<file path="src/rtl/dco_tune_ctrl.sv">
// rtl/dco_tune_ctrl.sv - DCO capacitor-bank successive-approximation calibration sequencer
// Searches L[4:0], then M[7:0], then S[7:0]; each trial bit is judged by an external frequency measurement.
module dco_tune_ctrl #(
  parameter int SETTLE_CYC  = 16,
  parameter int TIMEOUT_CYC = 255
) (
  input  logic       clk,
  input  logic       rst,
  input  logic       start,
  input  logic       abort,
  input  logic       meas_done,
  input  logic       meas_fast,
  output logic       meas_req,
  output logic       pd,
  output logic       en,
  output logic [4:0] c_l_word,
  output logic [7:0] c_m_word,
  output logic [7:0] c_s_word,
  output logic       busy,
  output logic       done,
  output logic       err
);

  typedef enum logic [2:0] {
    S_IDLE, S_PWRUP, S_TRIAL, S_SETTLE, S_MEAS, S_DECIDE, S_DONE
  } state_t;

  localparam logic [1:0] BANK_L = 2'd0;
  localparam logic [1:0] BANK_M = 2'd1;
  localparam logic [1:0] BANK_S = 2'd2;
  localparam logic [7:0] SETTLE_LAST  = 8'(SETTLE_CYC - 1);
  localparam logic [7:0] TIMEOUT_LAST = 8'(TIMEOUT_CYC);

  state_t     state_q, state_d;
  logic [7:0] cnt_q, cnt_d;
  logic [1:0] bank_q, bank_d;
  logic [2:0] bit_q, bit_d;
  logic       fast_q, fast_d;
  logic       meas_req_d, pd_d, en_d, busy_d, done_d, err_d;
  logic [4:0] l_d;
  logic [7:0] m_d, s_d;

  logic timeout, accept, last_bit;

  // cnt_q is 0 in the meas_req cycle, so a same-cycle meas_done is rejected.
  assign timeout  = (state_q == S_MEAS) && (cnt_q == TIMEOUT_LAST);
  assign accept   = (state_q == S_MEAS) && meas_done && (cnt_q != 8'd0) && !timeout;
  assign last_bit = (bank_q == BANK_S) && (bit_q == 3'd0);

  always_ff @(posedge clk) begin
    if (rst) state_q <= S_IDLE;
    else     state_q <= state_d;
  end

  always_comb begin
    state_d = state_q;
    case (state_q)
      S_IDLE:   if (start) state_d = S_PWRUP;
      S_PWRUP:  if (cnt_q == SETTLE_LAST) state_d = S_TRIAL;
      S_TRIAL:  state_d = S_SETTLE;
      S_SETTLE: if (cnt_q == SETTLE_LAST) state_d = S_MEAS;
      S_MEAS: begin
        if (timeout)     state_d = S_IDLE;
        else if (accept) state_d = S_DECIDE;
      end
      S_DECIDE: state_d = last_bit ? S_DONE : S_TRIAL;
      S_DONE:   if (start) state_d = S_PWRUP;
      default:  state_d = S_IDLE;
    endcase
    if (abort && state_q != S_IDLE) state_d = S_IDLE;
  end

  always_comb begin
    cnt_d      = (state_d == state_q) ? cnt_q + 8'd1 : 8'd0;
    bank_d     = bank_q;
    bit_d      = bit_q;
    fast_d     = fast_q;
    meas_req_d = 1'b0;
    pd_d       = pd;
    en_d       = en;
    busy_d     = busy;
    done_d     = done;
    err_d      = err;
    l_d        = c_l_word;
    m_d        = c_m_word;
    s_d        = c_s_word;
    if (state_d == S_IDLE && state_q != S_IDLE) begin
      // abort or timeout: park the DCO with reset words; abort outranks timeout for err
      pd_d   = 1'b1;
      en_d   = 1'b0;
      busy_d = 1'b0;
      l_d    = 5'd16;
      m_d    = 8'd128;
      s_d    = 8'd128;
      err_d  = err | (timeout && !abort);
    end else begin
      case (state_q)
        S_IDLE, S_DONE: begin
          if (state_d == S_PWRUP) begin
            l_d    = 5'd0;
            m_d    = 8'd128;
            s_d    = 8'd128;
            err_d  = 1'b0;
            done_d = 1'b0;
            en_d   = 1'b1;
            pd_d   = 1'b0;
            busy_d = 1'b1;
            bank_d = BANK_L;
            bit_d  = 3'd4;
          end
        end
        S_TRIAL: begin
          // the MSB trial of M and S also clears that bank's mid-scale preset
          case (bank_q)
            BANK_L:  l_d = c_l_word | (5'd1 << bit_q);
            BANK_M:  m_d = (bit_q == 3'd7) ? 8'h80 : (c_m_word | (8'd1 << bit_q));
            default: s_d = (bit_q == 3'd7) ? 8'h80 : (c_s_word | (8'd1 << bit_q));
          endcase
        end
        S_SETTLE: meas_req_d = (state_d == S_MEAS);
        S_MEAS:   if (accept) fast_d = meas_fast;
        S_DECIDE: begin
          if (!fast_q) begin
            case (bank_q)
              BANK_L:  l_d = c_l_word & ~(5'd1 << bit_q);
              BANK_M:  m_d = c_m_word & ~(8'd1 << bit_q);
              default: s_d = c_s_word & ~(8'd1 << bit_q);
            endcase
          end
          if (bit_q != 3'd0) begin
            bit_d = bit_q - 3'd1;
          end else if (bank_q == BANK_L) begin
            bank_d = BANK_M;
            bit_d  = 3'd7;
          end else if (bank_q == BANK_M) begin
            bank_d = BANK_S;
            bit_d  = 3'd7;
          end
          if (state_d == S_DONE) begin
            done_d = 1'b1;
            busy_d = 1'b0;
          end
        end
        default: ;
      endcase
    end
  end

  always_ff @(posedge clk) begin
    if (rst) begin
      cnt_q    <= 8'd0;
      bank_q   <= BANK_L;
      bit_q    <= 3'd0;
      fast_q   <= 1'b0;
      meas_req <= 1'b0;
      pd       <= 1'b1;
      en       <= 1'b0;
      busy     <= 1'b0;
      done     <= 1'b0;
      err      <= 1'b0;
      c_l_word <= 5'd16;
      c_m_word <= 8'd128;
      c_s_word <= 8'd128;
    end else begin
      cnt_q    <= cnt_d;
      bank_q   <= bank_d;
      bit_q    <= bit_d;
      fast_q   <= fast_d;
      meas_req <= meas_req_d;
      pd       <= pd_d;
      en       <= en_d;
      busy     <= busy_d;
      done     <= done_d;
      err      <= err_d;
      c_l_word <= l_d;
      c_m_word <= m_d;
      c_s_word <= s_d;
    end
  end

endmodule

</file>
<file path="config.mk">
export PLATFORM = sky130hd
export DESIGN_NAME = dco_tune_ctrl
export DESIGN_NICKNAME = d
export VERILOG_FILES = /design/src/rtl/dco_tune_ctrl.sv
export SDC_FILE = /design/constraint.sdc
export NUM_CORES = 1
export LEC_CHECK = 0
export CAP_MARGIN = 25
export CORE_ASPECT_RATIO = 1.5
export CORE_UTILIZATION = 35
export CTS_BUF_LIST = sky130_fd_sc_hd__clkbuf_8
export CTS_CLUSTER_DIAMETER = 150
export CTS_CLUSTER_SIZE = 14
export DETAILED_ROUTE_END_ITERATION = 7
export PLACE_DENSITY_LB_ADDON = 0.1
export SLEW_MARGIN = 15
export SYNTH_ARGS = -nofsm -noshare
export SYNTH_HDL_FRONTEND = slang
export SYNTH_SLANG_ARGS = --single-unit
</file>
<file path="constraint.sdc">
create_clock -name clk -period 2.2 [get_ports clk]
set_clock_uncertainty 0.05 [all_clocks]
set_input_delay 0.44 -clock clk [delete_from_list [all_inputs] [get_ports clk]]
set_output_delay 0.44 -clock clk [all_outputs]
set_load 0.1 [all_outputs]
</file>
==> results of run 1 <==
[metrics by stage]
step           instances  hold slack, ns  setup WS (ns)
2_1_floorplan        293           0.376         -0.136
3_3_place_gp         450           0.400         -0.351
3_5_place_dp         450           0.405         -0.403
4_1_cts              465           0.426         -0.117
5_1_grt              470           0.451         -0.178
6_report             470           0.421         -0.116
[critical path, delay by kind of cell, from the launching register on]
kind                       cells  cell delay [ns]
AOI/OAI and AO/OA              2             0.71
and+or+nand+nor                3             0.58
DFF                            1             0.34
muxes                          1             0.30
adders and majority gates      1             0.15
buffers and inverters          1             0.07
[path summary, 6_finish.rpt]
| check | startpoint | endpoint | cells after the start |
|---|---|---|---|
| setup / recovery | bit_q[1]$_SDFFE_PP0P_ | bit_q[1]$_SDFFE_PP0P_ | 8 |
| hold / removal | done$_SDFFE_PP0P_ | done$_SDFFE_PP0P_ | 1 |
| setup reg to reg | bit_q[1]$_SDFFE_PP0P_ | bit_q[1]$_SDFFE_PP0P_ | 8 |
| hold reg to reg | done$_SDFFE_PP0P_ | done$_SDFFE_PP0P_ | 1 |
[synthesized netlist by cell type, types with 3 or more instances]
master	count	area share, %
a211oi_1	7	2.2
a21o_1	3	0.95
a21oi_1	33	7.0
a31oi_1	3	0.79
and2_1	3	0.79
and3_1	8	2.1
buf_2	6	1.3
clkbuf_1	7	1.1
dfxtp_1	44	37
ha_1	7	3.7
inv_1	12	1.9
nand2_1	19	3.0
nand2b_1	4	1.1
nand3_1	6	1.3
nor2_1	42	6.7
nor2b_1	6	1.6
nor3_1	7	1.5
o21a_1	3	0.95
o21ai_0	25	5.3
xnor2_1	5	1.9
[where the power goes]
group	internal, W	switching [W]	total, W
sequential	0.000816	0.0000138	0.000830
clock	0.000447	0.000289	0.000736
combinational	0.000173	0.000264	0.000437
[logic make-up (layout without fill, tap and decap cells)]
kind of cell	Yosys count	count (layout)	share of synthesized area (%)
AND/OR/NAND/NOR	109	109	23.8
AO/OA/AOI/OAI	96	96	26.3
multiplexers	3	3	1.48
buffers and inverters	27	128	4.82
flip-flops	44	44	37.3
adder cells (fa/ha/maj)	7	7	3.71
XOR/XNOR	7	7	2.60
[flip-flops by register name, indices dropped and copies added, names as in the netlist, 2 cells and up]
register and count:
c_l_word 5, c_s_word 8, bank_q 2, c_m_word 8
state_q 3, cnt_q 8, bit_q 3
[repair_timing]
item / CTS / global route
setup endpoints to repair: 38 / 38
resized for setup: 13 / 40
endpoints found under the hold margin: 0 / 0
setup buffers: 8 / 5
pin swaps: 9 / 4
[layout make-up]
| class | instances | area [µm²] |
|---|---|---|
| Multi-Input combinational cell | 222 | 1620 |
| Tap cell | 76 | 95.1 |
| Clock inverter | 2 | 60.1 |
| Timing Repair Buffer | 109 | 855 |
| Fill cell | 606 | 2860 |
| Sequential cell | 44 | 890 |
| Clock buffer | 5 | 68.8 |
| Inverter | 12 | 45.0 |
[per-layer routing]
metal	part of all wire [%]	global-route usage [%]
met1	40	22.2
met2	56	40.4
met3	2.1	2.83
met4	1.7	7.22
met5	0	0
==> impl_metrics.ini, run 1 <==
[die]
die-height_um = 103
io_pins = 33
fp.dieW_um = 69.1
rows = 36
core_area_mm2 = 0.00649
start_util_pct = 36.4
dieArea_mm2 = 0.00708

[global_routing]
track_usage_pct = 20.5
grt_pass1_wl_mm = 11.5
grt_overflow = 0
grt_pass1_vias = 2397
antenna_found_initial = 0
grt_max_degree = 19

[worst_setup_path]
path_class = flop to flop
worstPathMaxFanout = 5
cp_data_arrival_time_ns = 2.46
worstSetupEndpointType = flop
ff2ff_setup_slack_ns = -0.12
start_kind = flop
required_ns = 2.34
crit_slowest_cell = or4_4
max_stage_delay_ns = 0.45
crit_path_cell_trace = inv_2 -> ha_4 -> nand2b_4 -> or4_4 -> a311oi_4 -> nor2_4 -> a221o_1 -> mux2_4

[finish]
fin_util_pct = 56.0
area_growth_pct = 53.7
layout_commonest_cell = buf_4
fin_nets = 407
antenna_cells = 0
drive_above_1_share_pct = 42.6
final_cell_area_mm2 = 0.00363
layout_common_cells = buf_4 (100), dfxtp_1 (37), nor2_1 (35), a21oi_1 (31), o21ai_0 (24)

[cts]
hold_buffers = 0
cts.sinks = 44
cts-root-buf = clkbuf_8
clk_pin_slew_worst_paths_ns = 0.08
insertion_delay_ns = 0.30
clk_path_buf_depth = 2
numCtsBuffers = 5
cts_tree = yes
htree_levels = 2

[sta]
fin_crit_sh_pct = 105
slew_violations = 0
setup_viol = 11
relSlewSlack_pct = 74.7
clock.fmax_mhz = 432
hold_violations = 0
worst_pin_slew_ns = 0.379
fin_ws_ns = -0.116
rsz0062_at_grt = true
finalSetupTns_ns = -0.400
period_needed_ns = 2.32

[drt]
vias = 2477
drc_errors = 0
dr.first_iter.drc_count = 87
drt-wirelength-per-cell_um = 15.5
wl_mm = 7.28
viasPerCell = 5.27
antenna_left = 0
drt_pre_antenna_iters = 4

[pwr]
total_power_w = 0.00200
ir_worst_vdd_uv = 502
p_leak_nw = 1.51
powerDensity_mw_per_mm2 = 552

[placement]
port_buffers = 32
dpl_cell_area_mm2 = 0.00317
gp_congestion = 0.869
dp.final_hpwl_mm = 5.30

[synth]
ys_ff_latch = 44
yosysSeqAreaShare_pct = 37.3
syn_inst = 293
async_flop_share_pct = 0
syn-num-nets = 306
yosysWarnings = 0
synth-edff-count = 0
synth_flop_cell = dfxtp_1
synth.avg_cell_area_um2 = 8.06
synth_cell_types = 56
syn_area_mm2 = 0.00236

[run]
cap_violations = 0

[hold_path]
hold_path.class = flop to flop

[run_status]
violations = setup timing
outcome = complete, but fails checks
Power figures use the tool's default switching activity.
==> run 2: changes to the inputs <==
Settings changed: PLACE_DENSITY_LB_ADDON 0.1 to unset.
==> impl_metrics.ini, run 2 (synthesis gave the netlist of run 1 again) <==
[global_routing]
antenna_found_initial = 0
grt_pass1_wl_mm = 11.2
grtUsageMet3_pct = 2.93
grt_pass1_vias = 2416
grtUsageMet2_pct = 37.2
top_usage_layer = met2
grt_max_degree = 21
grt_overflow = 0
met1_usage_pct = 21.8
track_usage_pct = 19.7

[placement]
gp_congestion = 0.833
dp_cells = 447
dp.final_hpwl_mm = 5.11
port_buffers = 32
place_ws_ns = -0.357

[worst_setup_path]
required_ns = 2.34
start_kind = flop
max_stage_delay_ns = 0.44
cp_data_arrival_time_ns = 2.43
path_class = flop to flop
r2r_end = bit_q[1]$_SDFFE_PP0P_
r2r_cells = 8
crit_path_cell_trace = inv_2 -> ha_4 -> nand2b_4 -> or4_4 -> a311oi_4 -> nor2_4 -> a221o_1 -> mux2_4
reg2reg_from = bit_q[1]$_SDFFE_PP0P_
cp_num_buf_inv = 1
ff2ff_setup_slack_ns = -0.09
crit_slowest_cell = or4_4
worstSetupEndpointType = flop
worstPathMaxFanout = 7
worst_path_dominant_cell_family = compound AO/OA/AOI/OAI gates

[drt]
drt-wirelength-per-cell_um = 14.8
drt_pre_antenna_iters = 4
drc_errors = 0
antenna_left = 0
dr.first_iter.drc_count = 90
wl_mm = 6.79
vias = 2423
viasPerCell = 5.27

[sta]
relSlewSlack_pct = 57.9
rsz0062_at_grt = true
finalSetupTns_ns = -0.247
fin_crit_sh_pct = 104
setup_viol = 12
worst_pin_slew_ns = 0.627
period_needed_ns = 2.29
fin_ws_ns = -0.0883
clock.fmax_mhz = 437
slew_violations = 0
hold_violations = 0

[pwr]
p_switching_w = 0.000538
p_int_w = 0.00119
powerDensity_mw_per_mm2 = 501
clockPowerShare_pct = 28.4
pwr-share-comb_pct = 23.8
p_leak_nw = 1.43
pwr-share-seq_pct = 47.8
ir_worst_vdd_uv = 369
swShare_pct = 31.1
total_power_w = 0.00173

[finish]
drive_above_1_share_pct = 38.8
multi_input_area_mm2 = 0.00155
layout_commonest_cell = buf_4
finalNonFillerCells = 460
area_growth_pct = 46.3
fin_util_pct = 53.3
antenna_cells = 0
top_regs = c_m_word x8, c_s_word x8, cnt_q x8
fin_nets = 397
nFillCells = 624
layout_common_cells = buf_4 (89), nor2_1 (39), dfxtp_1 (39), a21oi_1 (30), o21ai_0 (24)
regArea_um2 = 887

[die]
core_area_mm2 = 0.00649
io_pins = 33
rows = 36
start_util_pct = 36.4
die-height_um = 103
dieArea_mm2 = 0.00708
fp.dieW_um = 69.1

[hold_path]
hold_depth = 2
hold_path.class = flop to flop
hp-start = err$_SDFFE_PP0P_
hold_end = err$_SDFFE_PP0P_

[cts]
numCtsBuffers = 5
cts.sinks = 44
clk_path_buf_depth = 2
hold_buffers = 0
htree_levels = 2
cts_tree = yes
insertion_delay_ns = 0.30
clk_pin_slew_worst_paths_ns = 0.09
cts-root-buf = clkbuf_8

[run]
cap_violations = 0

[run_status]
outcome = complete, but fails checks
violations = setup timing
run 2: cell count changes in the layout (fill, tap and decap cells not counted), sizes merged:
cell and change:
clkinv +1, dlygate4sd2 +1, buf -11, bufinv -2
clkbuf +1, clkdlybuf4s50 -1, clkinvlp +1
run 2: area by class of cell:
type                    instances  area share (%)
clock inverters                 2           0.362
clock buffers                   5            1.99
flip-flops and latches         44            25.7
inverters                      12            1.30
multi-input cells             222            44.9
well taps                      76            2.75
repair buffers                 99            23.0
run 2: how the worst max path moves through the flow:
stage                                from                    end  slack [ns]  cells past startpoint
CTS                 bit_q[1]$_SDFFE_PP0P_  bit_q[1]$_SDFFE_PP0P_       -0.09                      8
global placement                    start  bit_q[1]$_SDFFE_PP0P_       -0.34                      7
floorplan           bit_q[0]$_SDFFE_PP0P_  bit_q[1]$_SDFFE_PP0P_       -0.14                      8
global route          cnt_q[4]$_SDFF_PP0_  bit_q[1]$_SDFFE_PP0P_       -0.18                      8
detailed placement                  start  bit_q[1]$_SDFFE_PP0P_       -0.36                      7
finish              bit_q[1]$_SDFFE_PP0P_  bit_q[1]$_SDFFE_PP0P_       -0.09                      8
run 2: tightest hold or removal path: stages, from the launching register on:
cell      delay [ns]
dfxtp_1         0.32
nand2b_1        0.06
a21oi_1         0.05
run 2: through the flow:
stage,area [µm²],hold slack [ns]
after global placement,3150,0.407
final,3450,0.419
after global routing,3450,0.439
after floorplan,2400,0.376
after CTS,3300,0.428
after detailed placement,3150,0.415
run 2: what timing repair did:
action / CTS / global route
setup buffers: 3 / 3
cloned: 0 / 1
gates resized for setup: 14 / 26
endpoints found under the setup margin: 22 / 38
pin swaps: 6 / 9
run 2: per-layer routing:
layer  vias up  wire, µm
li1       1219         -
met1      1148      2810
met2        40      3620
met3        16       172
met4         0       189
met5         -         0
run 2: power groups by stage:
| stage | registers [W] | clock network, W | logic (W) |
|---|---|---|---|
| floorplan | 0.000923 | 0 | 0.000144 |
| global placement | 0.000846 | 0 | 0.000372 |
| detailed placement | 0.000846 | 0 | 0.000373 |
| CTS | 0.000827 | 0.000507 | 0.000382 |
| global route | 0.000831 | 0.000545 | 0.000441 |
| finish | 0.000828 | 0.000491 | 0.000413 |
==> run 3: changes to the inputs <==
Settings changed: CORE_UTILIZATION 35 to 49, PLACE_DENSITY set to 0.76.
==> impl_metrics.ini, run 3 (synthesis gave the netlist of run 1 again) <==
[run_status]
outcome = complete, but fails checks
violations = setup timing

[global_routing]
antenna_found_initial = 0
grt_pass1_vias = 2435
grt_pass1_wl_mm = 10.8
track_usage_pct = 27.7
grt_max_degree = 21
grt_overflow = 0

[sta]
fin_ws_ns = -0.115
clock.fmax_mhz = 432
period_needed_ns = 2.32
setup_viol = 29
rsz0062_at_grt = true
worst_pin_slew_ns = 0.630
relSlewSlack_pct = 57.7
slew_violations = 0
fin_crit_sh_pct = 105
hold_violations = 0

[die]
die-height_um = 87.0
io_pins = 33
start_util_pct = 51.6
fp.dieW_um = 58.7
rows = 30
core_area_mm2 = 0.00458
dieArea_mm2 = 0.00511

[finish]
fin_nets = 392
layout_commonest_cell = buf_4
drive_above_1_share_pct = 38.4
area_growth_pct = 42.2
layout_common_cells = buf_4 (86), dfxtp_1 (37), nor2_1 (33), a21oi_1 (33), o21ai_0 (25)
antenna_cells = 0
top_regs = c_m_word x8, c_s_word x8, cnt_q x8
final_cell_area_mm2 = 0.00336
finalNonFillerCells = 444

[placement]
dp_cells = 430
port_buffers = 32
dp.final_hpwl_mm = 4.82
gp_congestion = 0.940
dpl_cell_area_mm2 = 0.00310

[cts]
cts-root-buf = clkbuf_8
htree_levels = 2
clk_pin_slew_worst_paths_ns = 0.09
cts.sinks = 44
numCtsBuffers = 5
hold_buffers = 0
insertion_delay_ns = 0.30
cts_tree = yes
clk_path_buf_depth = 2

[worst_setup_path]
worstPathMaxFanout = 7
cp_num_buf_inv = 1
crit_slowest_cell = or4_4
worst_path_dominant_cell_family = compound AO/OA/AOI/OAI gates
max_stage_delay_ns = 0.44
path_class = flop to flop
crit_path_cell_trace = inv_2 -> ha_4 -> nand2b_4 -> or4_4 -> a311oi_4 -> nor2_4 -> a221o_1 -> mux2_4
required_ns = 2.35
cp_data_arrival_time_ns = 2.46
start_kind = flop
worstSetupEndpointType = flop

[drt]
drc_errors = 0
wl_mm = 6.56
dr.first_iter.drc_count = 155
drt-wirelength-per-cell_um = 14.8
viasPerCell = 5.54
vias = 2458
antenna_left = 0
drt_pre_antenna_iters = 4

[pwr]
ir_worst_vdd_uv = 406
total_power_w = 0.00173
powerDensity_mw_per_mm2 = 516
p_leak_nw = 1.39

[run]
cap_violations = 0

[hold_path]
hold_path.class = flop to flop
run 3: worst register-to-register path, cell delays in order (launching register included):
cell and delay (ns):
dfxtp_2 0.34, inv_2 0.07, ha_4 0.15, nand2b_4 0.05, or4_4 0.44, a311oi_4 0.36
nor2_4 0.09, a221o_1 0.35, mux2_4 0.30
run 3: per-layer routing:
metal / vias up / wire length (µm) / GRT usage, %
met1: 1182 / 2760 / 32.0
met2: 50 / 3450 / 49.1
li1: 1209 / - / -
met3: 17 / 175 / 4.16
met4: 0 / 177 / 12.8
met5: - / 0 / 0
run 3: worst paths after layout:
check                                to  depth (start not counted)  slack [ns]                  start
setup reg to reg  bit_q[1]$_SDFFE_PP0P_                          8       -0.12  bit_q[1]$_SDFFE_PP0P_
hold / removal         err$_SDFFE_PP0P_                          2        0.42       err$_SDFFE_PP0P_
hold reg to reg        err$_SDFFE_PP0P_                          2        0.42       err$_SDFFE_PP0P_
setup / recovery  bit_q[1]$_SDFFE_PP0P_                          8       -0.12  bit_q[1]$_SDFFE_PP0P_
run 3: timing repair:
action | CTS | global route
pin swaps | 8 | 11
resized for setup | 8 | 28
endpoints found under the setup margin | 24 | 37
setup buffers | 4 | 3
run 3: cell type report:
type                            count  area [µm²]
Multi-Input combinational cell    222        1520
Sequential cell                    44         890
Inverter                           12        45.0
Clock buffer                        5        68.8
Clock inverter                      3        16.3
Tap cell                           64        80.1
Fill cell                         343        1220
Timing Repair Buffer               94         737
run 3: per-stage QoR:
step | hold WS (ns) | TNS (ns) | setup WS (ns) | util [%]
after global placement | 0.404 | -9.02 | -0.341 | 67.6
final | 0.423 | -0.734 | -0.115 | 73.3
after CTS | 0.430 | -0.444 | -0.121 | 70.7
after floorplan | 0.376 | -0.136 | -0.136 | -
after global routing | 0.453 | -3.77 | -0.196 | 73.3
after detailed placement | 0.417 | -10.49 | -0.397 | 67.6
run 3: where the power goes:
group | switching, W | internal, W | total (W)
logic | 0.000246 | 0.000154 | 0.000400
clock network | 0.000285 | 0.000218 | 0.000503
registers | 0.0000142 | 0.000816 | 0.000830
